<file path="src/rtl/serial_adder_if.sv">
// serial_adder_if
//   Handshake and operand/result bundle for the bit-serial adder.
//   master : requester side (drives start/a/b/cin, observes results)
//   slave  : adder side (observes request, drives sum/cout/busy/done)
//   Signals:
//     start  request, sampled by the adder only while idle
//     a, b   WIDTH-bit operands
//     cin    carry-in
//     sum    WIDTH-bit result, held from done until the next accept
//     cout   final carry-out, held with sum
//     busy   adder is stepping through bits
//     done   one-cycle completion pulse
//     ovf    signed overflow flag (only when SERIAL_ADD_OVF_EN is defined)
interface serial_adder_if #(
  parameter int WIDTH = 8
);
  logic             start;
  logic [WIDTH-1:0] a;
  logic [WIDTH-1:0] b;
  logic             cin;
  logic [WIDTH-1:0] sum;
  logic             cout;
  logic             busy;
  logic             done;
`ifdef SERIAL_ADD_OVF_EN
  logic             ovf;

  modport master (output start, a, b, cin, input sum, cout, busy, done, ovf);
  modport slave  (input start, a, b, cin, output sum, cout, busy, done, ovf);
`else
  modport master (output start, a, b, cin, input sum, cout, busy, done);
  modport slave  (input start, a, b, cin, output sum, cout, busy, done);
`endif
endinterface

</file>
<file path="src/rtl/serial_adder.sv">
// serial_adder
//   Bit-serial WIDTH-bit adder computing a + b + cin LSB-first, one bit per
//   clock, through a single 1-bit full adder (fa). The carry is registered and
//   fed back into fa on the following cycle. start/done handshake.
//   Parameters:
//     WIDTH  operand/result width, >= 2
//   Ports:
//     clk    rising-edge clock
//     rst    asynchronous active-high reset (aborts any add in progress)
//     bus    serial_adder_if.slave: start, a, b, cin in; sum, cout, busy, done
//            (and ovf) out
//   Optional feature macro:
//     SERIAL_ADD_OVF_EN  adds the ovf output (two's-complement overflow,
//                        carry-into-MSB XOR carry-out-of-MSB)
//   Timing: accept at edge 0, one bit per edge 1..WIDTH, done high for the
//   cycle after edge WIDTH, idle again after edge WIDTH+1.

module fa (
  input  logic a,
  input  logic b,
  input  logic cin,
  output logic s,
  output logic cout
);
  assign s    = a ^ b ^ cin;
  assign cout = (a & b) | (cin & (a ^ b));
endmodule

module serial_adder #(
  parameter int WIDTH = 8
) (
  input  logic          clk,
  input  logic          rst,
  serial_adder_if.slave bus
);
  localparam int            CW   = $clog2(WIDTH);
  localparam logic [CW-1:0] LAST = CW'(WIDTH - 1);

  typedef enum logic [1:0] {
    IDLE = 2'd0,
    RUN  = 2'd1,
    DONE = 2'd2
  } state_t;

  state_t           state_q;
  state_t           state_d;
  logic [WIDTH-1:0] a_sr;
  logic [WIDTH-1:0] b_sr;
  // Holds the WIDTH-1 sum bits produced so far; the last bit comes straight
  // from fa when the result is committed.
  logic [WIDTH-2:0] res_sr;
  logic [WIDTH-1:0] sum_q;
  logic             carry;
  logic             cout_q;
  logic [CW-1:0]    cnt;
  logic             fa_s;
  logic             fa_cout;
  logic             accept;
  logic             last;
`ifdef SERIAL_ADD_OVF_EN
  logic             ovf_q;
`endif

  fa u_fa (
    .a    (a_sr[0]),
    .b    (b_sr[0]),
    .cin  (carry),
    .s    (fa_s),
    .cout (fa_cout)
  );

  assign accept = (state_q == IDLE) && bus.start;
  assign last   = (state_q == RUN) && (cnt == LAST);

  always_ff @(posedge clk or posedge rst) begin
    if (rst) begin
      state_q <= IDLE;
    end else begin
      state_q <= state_d;
    end
  end

  always_comb begin
    state_d = state_q;
    unique case (state_q)
      IDLE:    if (bus.start) state_d = RUN;
      RUN:     if (cnt == LAST) state_d = DONE;
      DONE:    state_d = IDLE;
      default: state_d = IDLE;
    endcase
  end

  // ---- stage: operand capture / bit-serial step / result commit ----
  always_ff @(posedge clk or posedge rst) begin
    if (rst) begin
      a_sr   <= '0;
      b_sr   <= '0;
      res_sr <= '0;
      carry  <= 1'b0;
      cnt    <= '0;
      sum_q  <= '0;
      cout_q <= 1'b0;
`ifdef SERIAL_ADD_OVF_EN
      ovf_q  <= 1'b0;
`endif
    end else if (accept) begin
      a_sr  <= bus.a;
      b_sr  <= bus.b;
      carry <= bus.cin;
      cnt   <= '0;
    end else if (state_q == RUN) begin
      a_sr   <= a_sr >> 1;
      b_sr   <= b_sr >> 1;
      res_sr <= (WIDTH-1)'({fa_s, res_sr} >> 1);
      carry  <= fa_cout;
      // Counter parks at LAST on the final step instead of wrapping.
      if (!last) cnt <= cnt + 1'b1;
      if (last) begin
        sum_q  <= {fa_s, res_sr};
        cout_q <= fa_cout;
`ifdef SERIAL_ADD_OVF_EN
        // On the final step carry is the carry into the MSB.
        ovf_q  <= carry ^ fa_cout;
`endif
      end
    end
  end

  assign bus.sum  = sum_q;
  assign bus.cout = cout_q;
  assign bus.busy = (state_q == RUN);
  assign bus.done = (state_q == DONE);
`ifdef SERIAL_ADD_OVF_EN
  assign bus.ovf  = ovf_q;
`endif

endmodule
</file>
<file path="src/flat_wrapper.sv">
// flat-port wrapper written by rule: the top's interface ports become plain ports
module serial_adder_flat 
#(
  parameter int WIDTH = 8
)
  (clk, rst, bus_start, bus_a, bus_b, bus_cin, bus_sum, bus_cout, bus_busy, bus_done);
  serial_adder_if #(.WIDTH(WIDTH)) bus_i ();
  input  logic clk;
  input  logic rst;
  input wire logic [$bits(bus_i.start)-1:0] bus_start;
  input wire logic [$bits(bus_i.a)-1:0] bus_a;
  input wire logic [$bits(bus_i.b)-1:0] bus_b;
  input wire logic [$bits(bus_i.cin)-1:0] bus_cin;
  output wire logic [$bits(bus_i.sum)-1:0] bus_sum;
  output wire logic [$bits(bus_i.cout)-1:0] bus_cout;
  output wire logic [$bits(bus_i.busy)-1:0] bus_busy;
  output wire logic [$bits(bus_i.done)-1:0] bus_done;
  assign bus_i.start = bus_start;
  assign bus_i.a = bus_a;
  assign bus_i.b = bus_b;
  assign bus_i.cin = bus_cin;
  assign bus_sum = bus_i.sum;
  assign bus_cout = bus_i.cout;
  assign bus_busy = bus_i.busy;
  assign bus_done = bus_i.done;
  serial_adder #(.WIDTH(WIDTH)) u_core (.clk(clk), .rst(rst), .bus(bus_i));
endmodule
</file>
<file path="config.mk">
export PLATFORM = sky130hd
export DESIGN_NAME = serial_adder_flat
export DESIGN_NICKNAME = d
export VERILOG_FILES = /design/src/rtl/serial_adder_if.sv /design/src/rtl/serial_adder.sv /design/src/flat_wrapper.sv
export SDC_FILE = /design/constraint.sdc
export NUM_CORES = 1
export LEC_CHECK = 0
export ABC_AREA = 0
export BUFFER_PORTS_ARGS = -buffer_cell sky130_fd_sc_hd__buf_2
export CELL_PAD_IN_SITES_DETAIL_PLACEMENT = 0
export CELL_PAD_IN_SITES_GLOBAL_PLACEMENT = 1
export CORE_MARGIN = 2
export CORE_UTILIZATION = 44
export CTS_CLUSTER_SIZE = 12
export DETAILED_ROUTE_END_ITERATION = 12
export PLACE_DENSITY_LB_ADDON = 0.2
export SLEW_MARGIN = 20
export SYNTH_ARGS = -nofsm -noshare
export SYNTH_HDL_FRONTEND = slang
export SYNTH_SLANG_ARGS = --single-unit
</file>
<file path="constraint.sdc">
create_clock -name clk -period 2.1 [get_ports clk]
set_input_delay 0 -clock clk [delete_from_list [all_inputs] [get_ports clk]]
set_output_delay 0 -clock clk [all_outputs]
set_load 0.05 [all_outputs]
</file>
* Word-level counts from Yosys, hierarchy flattened *
Cells that the tools add are included.

word-level totals
  bits in registers = 38
  bits of input ports = 20
  output and inout bits = 11
  word-level logic and storage cells = 41

cells by class
  add/sub/neg operators = 1
  equality and inequality tests = 6
  multiplexer cells = 12
  bitwise gates (word level) = 6
  reductions and logical operators = 8

operators with widths
  cell                                                              number
  8-bit two-way mux                                                 4
  3-bit two-way mux                                                 3
  2-bit AND reduction                                               3
  2-bit two-way mux                                                 2
  2-bit by 1-bit != test with 1-bit output (second input constant)  2
  2-bit case mux with 2 select lines                                1
  3-bit by 1-bit adder with 3-bit output (second input constant)    1
  3-bit == test (second input constant)                             1
  3-bit AND reduction                                               1
  1-bit AND                                                         2
  2-bit by 1-bit == test with 1-bit output (second input constant)  1
  2-bit == test (second input constant)                             1
  1-bit logical AND                                                 2
  2-bit zero test                                                   1
  1-bit two-way mux                                                 2
  2-bit != test (second input constant)                             1
  2-bit nonzero test                                                1
  1-bit bitwise XOR                                                 2
  1-bit NOT                                                         1
  1-bit OR                                                          1

* Depth between registers and ports, before layout *
Gate-level depths: netlist of run 1.

  word-level depth = 5
  mapped depth = 5
  gate-level depth less buffers = 4

* Hierarchy *
A second synthesis of run 1 with hierarchy kept.

second synthesis, totals
  cell total of the unflattened synthesis = 144
  area, all modules = 1833.0 um2

by module, submodules not included
  module        times used  cells each  area each (um2)  sequential area each (um2)
  serial_adder  1           143         1813.0           950.9
  fa            1           1           20.0             0.0

* Worst setup path after synthesis of run 1 *
Ideal clock, no wire load.

  path kind = flip-flop to flip-flop
  start point = reg u_core.cnt[0]
  end point = reg u_core.cout_q, in the netlist u_core.bus.cout
  setup time = 0.128 ns
  arrival = 1.414 ns
  data required time = 1.972 ns
  path slack = 0.559 ns
  stages on the path, launching flop included = 6
  buffers on the path = 1
  period minus slack after synthesis = 1.541 ns
  path through = dfrtp_1 > ha_1 > ha_1 > nand3b_1 > buf_2 > mux2_1

on the way
  cells in the longest elaborated chain, start to end = 3

ends and longest elaborated chain
  element                               line                 text
  start: declaration                    serial_adder.sv:55   logic [CW-1:0] cnt;
  start signal: assignment              serial_adder.sv:117  if (!last) cnt <= cnt + 1'b1;
  3-bit == test                         serial_adder.sv:73   assign last = (state_q == RUN) && (cnt == LAST);
  1-bit logical AND                     serial_adder.sv:73
  3-bit AND reduction (no source line)  --
  end signal: assignment                serial_adder.sv:120  cout_q <= fa_cout;
  end: declaration                      serial_adder.sv:54   logic cout_q;

No other way between the ends.
A chain may end at the register's enable or synchronous reset.

* Worst setup path in the final report of run 1 *
  start point = reg u_core.state_q[0]
  end point = out bus_busy

on the way
  cells in the longest elaborated chain, start to end = 1

ends and longest elaborated chain
  element                                   line                 text
  start: declaration                        serial_adder.sv:45   state_t state_q;
  start signal: assignment                  serial_adder.sv:79   state_q <= state_d;
  2-bit by 1-bit == test with 1-bit output  serial_adder.sv:131  assign bus.busy = (state_q == RUN);
  end: declaration                          flat_wrapper.sv:16   output wire logic [$bits(bus_i.busy)-1:0] bus_busy;

No other way between the ends.

==> results of run 1 <==
==> cell usage after synthesis, types with 2 or more instances <==
master | count | area [um^2]
sky130_fd_sc_hd__nor3b_1 | 3 | 22.5
sky130_fd_sc_hd__a211oi_1 | 3 | 22.5
sky130_fd_sc_hd__mux2_4 | 2 | 30.0
sky130_fd_sc_hd__dfrtp_1 | 38 | 951
sky130_fd_sc_hd__a221oi_1 | 5 | 43.8
sky130_fd_sc_hd__ha_1 | 2 | 25.0
sky130_fd_sc_hd__buf_2 | 4 | 20.0
sky130_fd_sc_hd__nor2_1 | 5 | 18.8
sky130_fd_sc_hd__clkbuf_1 | 3 | 11.3
sky130_fd_sc_hd__a221oi_2 | 7 | 105
sky130_fd_sc_hd__buf_6 | 3 | 33.8
sky130_fd_sc_hd__inv_1 | 20 | 75.1
sky130_fd_sc_hd__a22o_1 | 2 | 17.5
sky130_fd_sc_hd__buf_4 | 3 | 22.5
sky130_fd_sc_hd__mux2_1 | 14 | 158
sky130_fd_sc_hd__nor4b_2 | 2 | 30.0
sky130_fd_sc_hd__o221ai_1 | 3 | 26.3
sky130_fd_sc_hd__nand2_1 | 2 | 7.51
sky130_fd_sc_hd__nand3_1 | 3 | 15.0
sky130_fd_sc_hd__nor4b_1 | 13 | 114
sky130_fd_sc_hd__nand2b_1 | 3 | 18.8
==> layout make-up <==
class | count | area share, %
clock buffer | 5 | 3.14
clock inverter | 3 | 3.14
inverter | 21 | 3.59
multi-input combinational | 78 | 34.0
sequential | 38 | 43.3
tap | 50 | 2.85
timing repair buffer | 38 | 9.92
==> per-layer routing <==
metal  track usage (%)  share of wire, %
met5                 0                 0
met4              6.32              0.90
met3              5.85               4.3
met2              26.6                51
met1              20.1                44
==> sequential cells by signal, summed over array words and instances (netlist names) <==
register / cells
u_core.b_sr: 8
u_core.carry: 1
u_core.a_sr: 8
u_core.bus.sum: 8
u_core.state_q: 2
u_core.res_sr: 7
u_core.bus.cout: 1
u_core.cnt: 3
==> cells by family after synthesis <==
group / synth area share (%)
fa+ha+maj: 2.42
flops: 51.0
simple gates: 14.6
mux: 10.1
compound gates: 13.0
buf+inv: 8.93
==> critical path, cell delays in order (launching register included) <==
cell	delay, ps
sky130_fd_sc_hd__dfrtp_1	670
sky130_fd_sc_hd__nor2b_4	410
sky130_fd_sc_hd__buf_4	250
sky130_fd_sc_hd__buf_2	280
==> metrics by stage <==
stage          cell area [um^2]  worst slack [ps]
5_1_grt                    2190              54.8
3_5_place_dp               2030               302
4_1_cts                    2190               179
3_3_place_gp               2030               387
2_1_floorplan              1860               559
6_report                   2190               193
==> final timing paths <==
check	startpoint	endpoint	slack, ps	cells past startpoint
worst max-delay path	u_core.state_q[0]	bus_busy	190	3
worst min-delay path	bus_a[5]	u_core.a_sr[5]	30	3
worst max register to register	u_core.cnt[0]	u_core.bus.sum[3]	280	4
worst min register to register	u_core.bus.sum[6]	u_core.bus.sum[6]	490	1
max in group asynchronous	rst	u_core.b_sr[3]	1420	4
min in group asynchronous	rst	u_core.res_sr[3]	350	4
==> power breakdown <==
part | total, mW | leakage, nW | switching (mW) | internal [mW]
Clock | 0.744 | 0.0683 | 0.268 | 0.476
Combinational | 1.45 | 0.503 | 0.864 | 0.590
Sequential | 1.30 | 0.448 | 0.228 | 1.08
Total | 3.50 | 1.02 | 1.36 | 2.14
==> timing repair <==
| action | CTS | global route |
|---|---|---|
| endpoints found under the setup margin | 0 | 0 |
| hold buffers | 3 | 0 |
| hold endpoints to repair | 40 | 0 |
==> run summary, run 1 <==
The flow ran to the end, and the final reports show no timing, DRC or antenna violations. The primary flip-flop cell chosen by synthesis mapping is sky130_fd_sc_hd__dfrtp_1. The synthesized cell area came out at 0.00186 mm^2. Cells fill 54.5% of the core in the end. After clock tree synthesis, the repair step resized 0 gates. The number of fill cells in the layout came out at 362. Before antenna repair, the detailed router went through 4 iterations.

The number of top-level pins is 31. The worst slew margin relative to its limit came out at between 40% and 50%. The overall routed net length is 3.57 mm. The total of endpoints with negative setup slack in the final report is 0. The layout net count came out at 205. The iteration-0 DRC count of the detailed router is 65. Leaving out fill and tap cells, the most frequent cell in the layout is sky130_fd_sc_hd__dfrtp_1. The number of synthesized register bits is 38. The required time at the endpoint of the critical path is 2100 ps. Of the synthesized area, sequential elements account for roughly 50%. The number of clock buffers inserted by TritonCTS is 5. The floorplan step defined a die boundary enclosing 0.00477 mm^2. Clock tree synthesis found a total of 38 sinks. The number of buffers on the longest clock path is 2. The power density relative to cell area came out at 1600 mW/mm^2.

The first global-routing pass estimated roughly 6.3 mm of wire. The worst hold path class is in2reg. The vertical extent of the die is 69.1 um. The critical path in this run is classified as reg2out. The number of hold violations in the final report came out at 0. The measured slew at the worst slew-check pin is 877 ps. Counting tap cells, the placed design contains a total of 222 instances.

Across all hold checks on the routed design, the worst slack comes to 32.0 ps. The total power of the final layout is 3.50 mW. Setup repair after global routing left no endpoint under its margin.

Derived from the worst setup path, the maximum achievable clock frequency is roughly 0.52 GHz. Counting every instance in the synthesized netlist gives 150. The combined global-route utilization of all metal layers came out at between 10% and 20%. Clock-pin slew was measured on the worst setup and hold paths at 80 ps. The worst clock skew on the final layout came out at 8.79 ps. The die span in x came out at 69.1 um.

The number of synthesis warnings came out at 0. CTS placed an instance of sky130_fd_sc_hd__clkbuf_8 at the clock tree root. The maximum resistive drop on vdd is around 0.00085 V.

The antenna diode instance count came out at 0. The number of antenna violations at the first check in global routing is 0. The endpoint type of the worst setup path is a primary output. The total count of max-transition violations in the final report is 0.

In this run, synthesis inferred 0 flip-flops with an integrated enable. The multi-input combinational cells in the finished layout cover a total of between 700 and 800 um^2. The static leakage power is 1.02 nW. The finished layout holds roughly 230 standard cells, fillers aside. The pin count of the biggest net entering global routing came out at 39. Compared with the post-synthesis result, the final layout area differs by 17.7%. The H-tree was split into 2 levels.

The final weighted congestion in routability-driven placement came out at ~0.69. The average wire per cell in the routed design is roughly 15 um. Max-cap violations in this run came to 0. In the layout the commonest cells are sky130_fd_sc_hd__dfrtp_1, sky130_fd_sc_hd__buf_2, sky130_fd_sc_hd__inv_1, sky130_fd_sc_hd__mux2_1, sky130_fd_sc_hd__nor4b_1. The number of global-route vias before repair is 1337. The final clock period utilization by the worst path is 90.8%. The half-perimeter wire length after placement is 2.33 mm. Along the worst path, the maximum fanout reaches 17.

The final antenna-violating net count is 0. The clock insertion delay at the later pin of the skew report is 290 ps. The proportion of layout cells with a drive suffix above 1 came out at 32.2%. The core region area came out at 0.00403 mm^2. The initialized floorplan defines 23 standard-cell rows.

In the routed design, unresolved DRC markers number 0. In this run the mean area of a mapped cell was 12.4 um^2. Registers take 951 um^2. For this configuration, the core starts out at a cell density of 46.3%. The number of input and output port buffers inserted is 30.

The critical path arrival is 1910 ps. TritonCTS built the clock tree. The average via count per standard cell is around 5.4. The net count after synthesis came out at 173. The post-CTS setup buffer count came out at 0.

STA classifies the critical path startpoint as a register. The total congestion overflow after global routing is 0. Setup total negative slack on the finished layout was measured at 0 ps.

The final route contains 1265 vias. The post-synthesis async set-or-reset flop share came out at between 90% and 100%. The count of distinct cell types in the synthesized netlist came out at 31.

The clock period minus final worst setup slack came out at approximately 1900 ps.
Power figures use the tool's default switching activity.
==> run 2: changes to the inputs <==
- PLACE_DENSITY_LB_ADDON: 0.2 -> 0.1
- clock period: 2.1 -> 1.8 ns (I/O delays scaled with it)
==> run 2 against run 1 <==
- combinational power is 20% higher
- critical path type is now reg2reg
- total power is 12% higher
- first-iteration DRC count is 37% higher
==> run summary, run 2 (same netlist as run 1, synthesis figures left out) <==
The overall routed net length came out at between 3 and 4 mm. Detailed placement finished with a half-perimeter wire length of 2.28 mm. The required time at the endpoint of the critical path is 1970 ps. The layout overhead on the synthesized area came out at 17.4%. The core region area is 0.00403 mm^2. The number of antenna violations at the first check in global routing came out at 0.

The global-route wire length before repair came out at a little over 6 mm. The number of clock sinks seen by CTS came out at 38. Buffers inserted during clock tree synthesis total 5. The number of placement rows is 23. In this run the static leakage power is 1.02 nW. The iteration-0 DRC count of the detailed router came out at just under 90.

The total count of max-transition violations in the final report is 0. In the routed layout, each cell is associated on average with a via count of 5.33. The most used cell along the critical path is sky130_fd_sc_hd__ha_1.

The signal on the critical path passes through ha_1 > ha_1 > nand3b_1 > buf_4 > mux2_1. The category of the critical setup timing path is reg2reg. The clock tree synthesis step divided the H-tree into 2 levels. The vertical extent of the die is 69.1 um. The number of remaining DRC errors is 0. The final weighted congestion in routability-driven placement came out at 0.696.

The worst stage delay on the critical path came out at 410 ps. The top cell types in the final layout, fill and taps aside, are sky130_fd_sc_hd__dfrtp_1, sky130_fd_sc_hd__buf_2, sky130_fd_sc_hd__inv_1, sky130_fd_sc_hd__mux2_1, sky130_fd_sc_hd__nor4b_1. The clock transition at the register clock pins on the worst setup and hold paths after CTS is 70 ps.

At the worst endpoint, the arrival time is 1800 ps. The final antenna-violating net count is 0. The slowest stage of the critical path is the sky130_fd_sc_hd__dfrtp_1 cell. After the flow finishes, the layout carries non-filler instances totaling between 200 and 250. Across all layers, the routed design uses around 1300 vias. The clock period minus final worst setup slack came out at 1630 ps. The path length in cells of the critical path came out at 5. The die span in x is between 60 and 70 um.

Once layout is complete, the utilization of the core stands at 54.3%. Headroom to the max-slew limit came out at a little over two fifths. The final clock period utilization by the worst path came out at roughly nine tenths.

The highest clock rate is 0.613 GHz. The effective utilization at floorplan came out at a little under half. Setup violations remaining at the end of the flow were counted as 0. The endpoint type of the worst setup path is a register. The worst hold path terminates at u_core.a_sr[4].

The number of instances on the worst hold path is 3. The number of hold violations in the final report came to 0. The run finished with clean final reports. Gates resized during post-CTS repair numbered 0.

During I/O placement, the number of pins put on the boundary was 31. The number of fill cells in the layout came out at 368. The post-route netlist has 33.3% of its cells at a drive strength greater than 1.

The kind of start point of the critical path is a register. The number of global-route vias before repair is 1331. The source of the worst hold timing path is bus_a[4]. VDD sags by at most 0.000668 V.

The clock insertion delay at the later pin of the skew report is 290 ps. The antenna diode instance count came out at 0. Entering global routing, the biggest net connects 39 pins. In this run the critical register-to-register path is launched from u_core.cnt[0]. The worst clock skew on the final layout is 3.38 ps.

The worst hold path belongs to the class in2reg. The measured slew at the worst slew-check pin came out at 844 ps. Clock tree synthesis selected as its root buffer the cell sky130_fd_sc_hd__clkbuf_8. The max-cap violation count came out at 0. Setup repair after global routing left no endpoint under its margin. The placed instance count came out at 224. In this run the worst path has a maximum fanout of 10.

The endpoint of the lowest-slack register-to-register path is u_core.bus.sum[6]. The average wire per cell in the routed design is about 14 um. The number of buffer and inverter instances along the worst setup path is 1. The setup TNS came out at 0 ps. Leaving out fill and tap cells, the most frequent cell in the layout is sky130_fd_sc_hd__dfrtp_1. In this design, the largest share of critical-path delay is due to adder cells. For this run, the total global-route usage over all layers was measured as 15.5%. TritonCTS built the clock tree. The cell count of the worst reg-to-reg path is 5. The total congestion overflow after global routing came out at 0.

Buffers placed on the I/O ports in this run total 30. Across all register-to-register paths, the minimum setup slack is 170 ps. The die covers 0.00477 mm^2. In this run the power density over the cells is 1800 mW/mm^2. The first detailed-routing pass ran for 4 iterations. The clock passes through at most 2 buffers. The layout net count came out at between 200 and 250.
-- run 2: changes by cell type in the layout (fill, tap and decap cells not counted) --
cell	delta
sky130_fd_sc_hd__clkinv_2	+2
sky130_fd_sc_hd__clkinv_4	-1
sky130_fd_sc_hd__buf_4	+3
sky130_fd_sc_hd__bufinv_16	-1
-- run 2: tightest hold or removal path: cells and delay by family --
kind	cells	cell delay [ps]
buffers and inverters	1	80
AOI/OAI and AO/OA	1	150
and+or+nand+nor	1	40
-- run 2: worst max-delay path by stage --
stage,to,startpoint,slack [ps]
floorplan,u_core.bus.cout,u_core.cnt[0],260
global placement,u_core.bus.sum[6],u_core.cnt[0],200
detailed placement,u_core.bus.sum[6],u_core.cnt[0],170
CTS,bus_busy,u_core.state_q[0],70
global route,u_core.bus.sum[3],u_core.cnt[0],90
finish,u_core.bus.sum[6],u_core.cnt[0],170
-- run 2: stage by stage --
stage / hold WS, ps / total power, mW / setup WS [ps] / cell area [um^2]
finish: 46.1 / 3.93 / 170 / 2190
global route: 52.1 / 4.23 / 86.9 / 2190
CTS: 36.5 / 3.97 / 67.5 / 2180
detailed placement: 136 / 3.25 / 167 / 2040
global placement: 134 / 3.19 / 201 / 2040
floorplan: 133 / 2.92 / 259 / 1860
-- run 2: per-layer routing --
| layer | routed length [um] | vias to the layer above | GRT usage [%] |
|---|---|---|---|
| met5 | 0 | - | 0 |
| met2 | 1570 | 23 | 25.2 |
| met4 | 48 | 0 | 5.23 |
| met3 | 128 | 7 | 4.24 |
| met1 | 1600 | 623 | 20.0 |
| li1 | - | 604 | - |
-- run 2: power breakdown --
group	switching, mW	internal, mW
Clock	0.288	0.407
Sequential	0.234	1.26
Combinational	1.03	0.716
-- run 2: what timing repair did --
action | in CTS | in global routing
setup endpoints to repair | 0 | 1
endpoints found under the hold margin | 40 | 0
hold buffers | 3 | 0
setup buffers | 0 | 1
-- run 2: layout make-up --
type | instances | area [um^2] | share of cell area, %
Inverter | 21 | 78.8 | 3.60
Sequential cell | 38 | 951 | 43.5
Timing Repair Buffer | 41 | 240 | 11.0
Multi-Input combinational cell | 78 | 747 | 34.1
Tap cell | 50 | 62.6 | 2.86
Clock buffer | 5 | 68.8 | 3.14
Clock inverter | 3 | 40.0 | 1.83
==> run 3: changes to the inputs <==
- SETUP_SLACK_MARGIN: unset -> 0.5
==> run 3 against run 2 <==
- routed wire length is 11% higher
- first-iteration DRC count down 11%
- design area increased by 11%
- sequential cell count stayed put
- largest power group unchanged
- highest routed layer unchanged
==> run summary, run 3 (same netlist as run 1, synthesis figures left out) <==
The number of clock sinks seen by CTS came out at 38. Counting the fill cells in the layout gives approximately 340. The required time at the endpoint of the critical path is 1980 ps. The effective utilization at floorplan is 46.3%. The number of buffers on the longest clock path came out at 2. The total power of the final layout is 4.37 mW. For the pin with the worst max-slew slack, the measured transition is approximately 550 ps. The number of input and output port buffers inserted came out at 30. After detailed placement, the total cell area comes to about 0.0021 mm^2. The worst stage delay on the critical path is 390 ps. The final weighted congestion in routability-driven placement is 0.671. The worst slew margin relative to its limit came out at 63.1%. The flow ran to the end, and the final reports show no timing, DRC or antenna violations. The top cell types in the final layout, fill and taps aside, are sky130_fd_sc_hd__dfrtp_1, sky130_fd_sc_hd__buf_2, sky130_fd_sc_hd__inv_1, sky130_fd_sc_hd__mux2_4, sky130_fd_sc_hd__nor4b_2. The maximum resistive drop on vdd is 0.000740 V. The first global-routing pass estimated 6.43 mm of wire. The kind of start point of the critical path is a register.

The leading cell type in the layout, fill and taps excluded is sky130_fd_sc_hd__dfrtp_1. The number of buffers and inverters on the critical path is 1. The number of remaining DRC errors is 0. The clock period minus final worst setup slack came out at around 1500 ps. Among cell families on the critical path, the largest total delay comes from flip-flops. The clock insertion delay at the later pin of the skew report came out at 290 ps. The half-perimeter wire length after placement is 2.25 mm. The final standard cell utilization of the core is 60.2%. The worst clock skew on the final layout came out at 6.17 ps. The layout net count is about 220.

The min-delay analysis places its worst path in the category in2reg. The maximum fanout count along the critical path is 5. The iteration-0 DRC count of the detailed router came out at 79. The number of global-route vias before repair is 1389. The number of antenna violations at the first check in global routing is 0.

The worst setup path is of the reg2reg kind. Setup repair after global routing could not meet its margin everywhere. The antenna diode instance count is 0. After routing, the total negative slack on setup checks comes to 0 ps. The cell area after layout is around 0.0024 mm^2.

The max-cap violation count is 0. The total of endpoints with negative setup slack in the final report came out at 0. The number of non-filler instances in the completed layout came out at ~240. Walking the worst path, the cells encountered are ha_2 > ha_4 > nand3b_1 > buf_6 > mux2_4. The number of top-level pins is 31. The proportion of layout cells with a drive suffix above 1 is 49.7%. The total count of max-transition violations in the final report is 0. The worst hold slack across all endpoints came out at 38.5 ps.

The cell sitting at the root of the clock tree is a sky130_fd_sc_hd__clkbuf_8. The critical path arrival came out at 1690 ps. At the placement stage, the worst setup path has a slack of 271 ps.

The initialized floorplan defines 23 standard-cell rows. The first-pass iteration count of the detailed router came out at 4. After clock tree synthesis, the clock-pin slew on the worst setup and hold paths is 70 ps.

The vertical extent of the die is 69.1 um. The static leakage power came out at 1.12 nW. The pin count of the biggest net entering global routing came out at 39. The average wire per cell in the routed design is 15.2 um. TritonCTS built the clock tree. The die covers between 0.004 and 0.005 mm^2. For this design, the slowest cell found on the critical path is sky130_fd_sc_hd__dfrtp_1. The number of clock buffers inserted by TritonCTS came out at 5. After detailed routing, the number of vias per cell comes to 5.41.

The placed instance count came out at 224. The power density relative to cell area came out at ~1800 mW/mm^2. The final antenna-violating net count came out at 0. The final clock period utilization by the worst path is 83.9%. The worst path setup slack after routing came out at 290 ps. The combined global-route utilization of all metal layers is between 10% and 20%.

The H-tree was split into 2 levels. The area occupied by multi-input gates is 892 um^2. The core region area is 0.00403 mm^2.

The layout overhead on the synthesized area is 30.1%. In the final layout, flip-flops and latches occupy 953 um^2. The detailed-route via count is 1314. The die span in x is 69.1 um.

The number of hold violations in the final report came to 0. STA classifies the critical path endpoint as a register. The total congestion overflow after global routing came out at 0. The highest clock rate is roughly 0.66 GHz.

The overall routed net length is 3.70 mm.
==> run 3: final timing paths <==
check,slack (ps),to,cells after the start,start
hold reg to reg,510,u_core.bus.sum[2],1,u_core.bus.sum[2]
setup / recovery,290,u_core.bus.sum[7],5,u_core.cnt[1]
hold / removal,40,u_core.a_sr[5],3,bus_a[5]
min in group asynchronous,350,u_core.bus.sum[5],4,rst
max in group asynchronous,1080,u_core.state_q[0],4,rst
setup reg to reg,290,u_core.bus.sum[7],5,u_core.cnt[1]
==> run 3: power by group <==
part           switching [mW]  internal [mW]
clock                   0.309          0.412
sequential              0.237           1.26
combinational            1.16          0.996
==> run 3: cell type report <==
type	count	share of cell area, %
Sequential cell	38	39.3
Multi-Input combinational cell	79	36.8
Timing Repair Buffer	47	13.4
Inverter	21	3.25
Clock buffer	5	2.84
Tap cell	50	2.58
Clock inverter	3	1.86
==> run 3: metal layers <==
metal	global-route usage, %	routed length (um)	vias to the layer above
li1	-	-	623
met5	0	0	-
met2	26.7	1810	22
met4	6.75	55	0
met1	21.9	1700	661
met3	4.09	131	8
==> run 3: timing repair <==
item | CTS | global route
hold buffers | 3 | 0
gates resized for setup | 21 | 17
gates cloned | 1 | 1
pin swaps | 5 | 1
hold endpoints to repair | 40 | 0
buffers inserted | 5 | 1
setup endpoints to repair | 32 | 30
==> run 3: worst min-delay path: cells and delay by family <==
kind	cells	cell delay (ps)
AO/OA/AOI/OAI	1	150
buffers and inverters	1	80
AND/OR/NAND/NOR	1	40
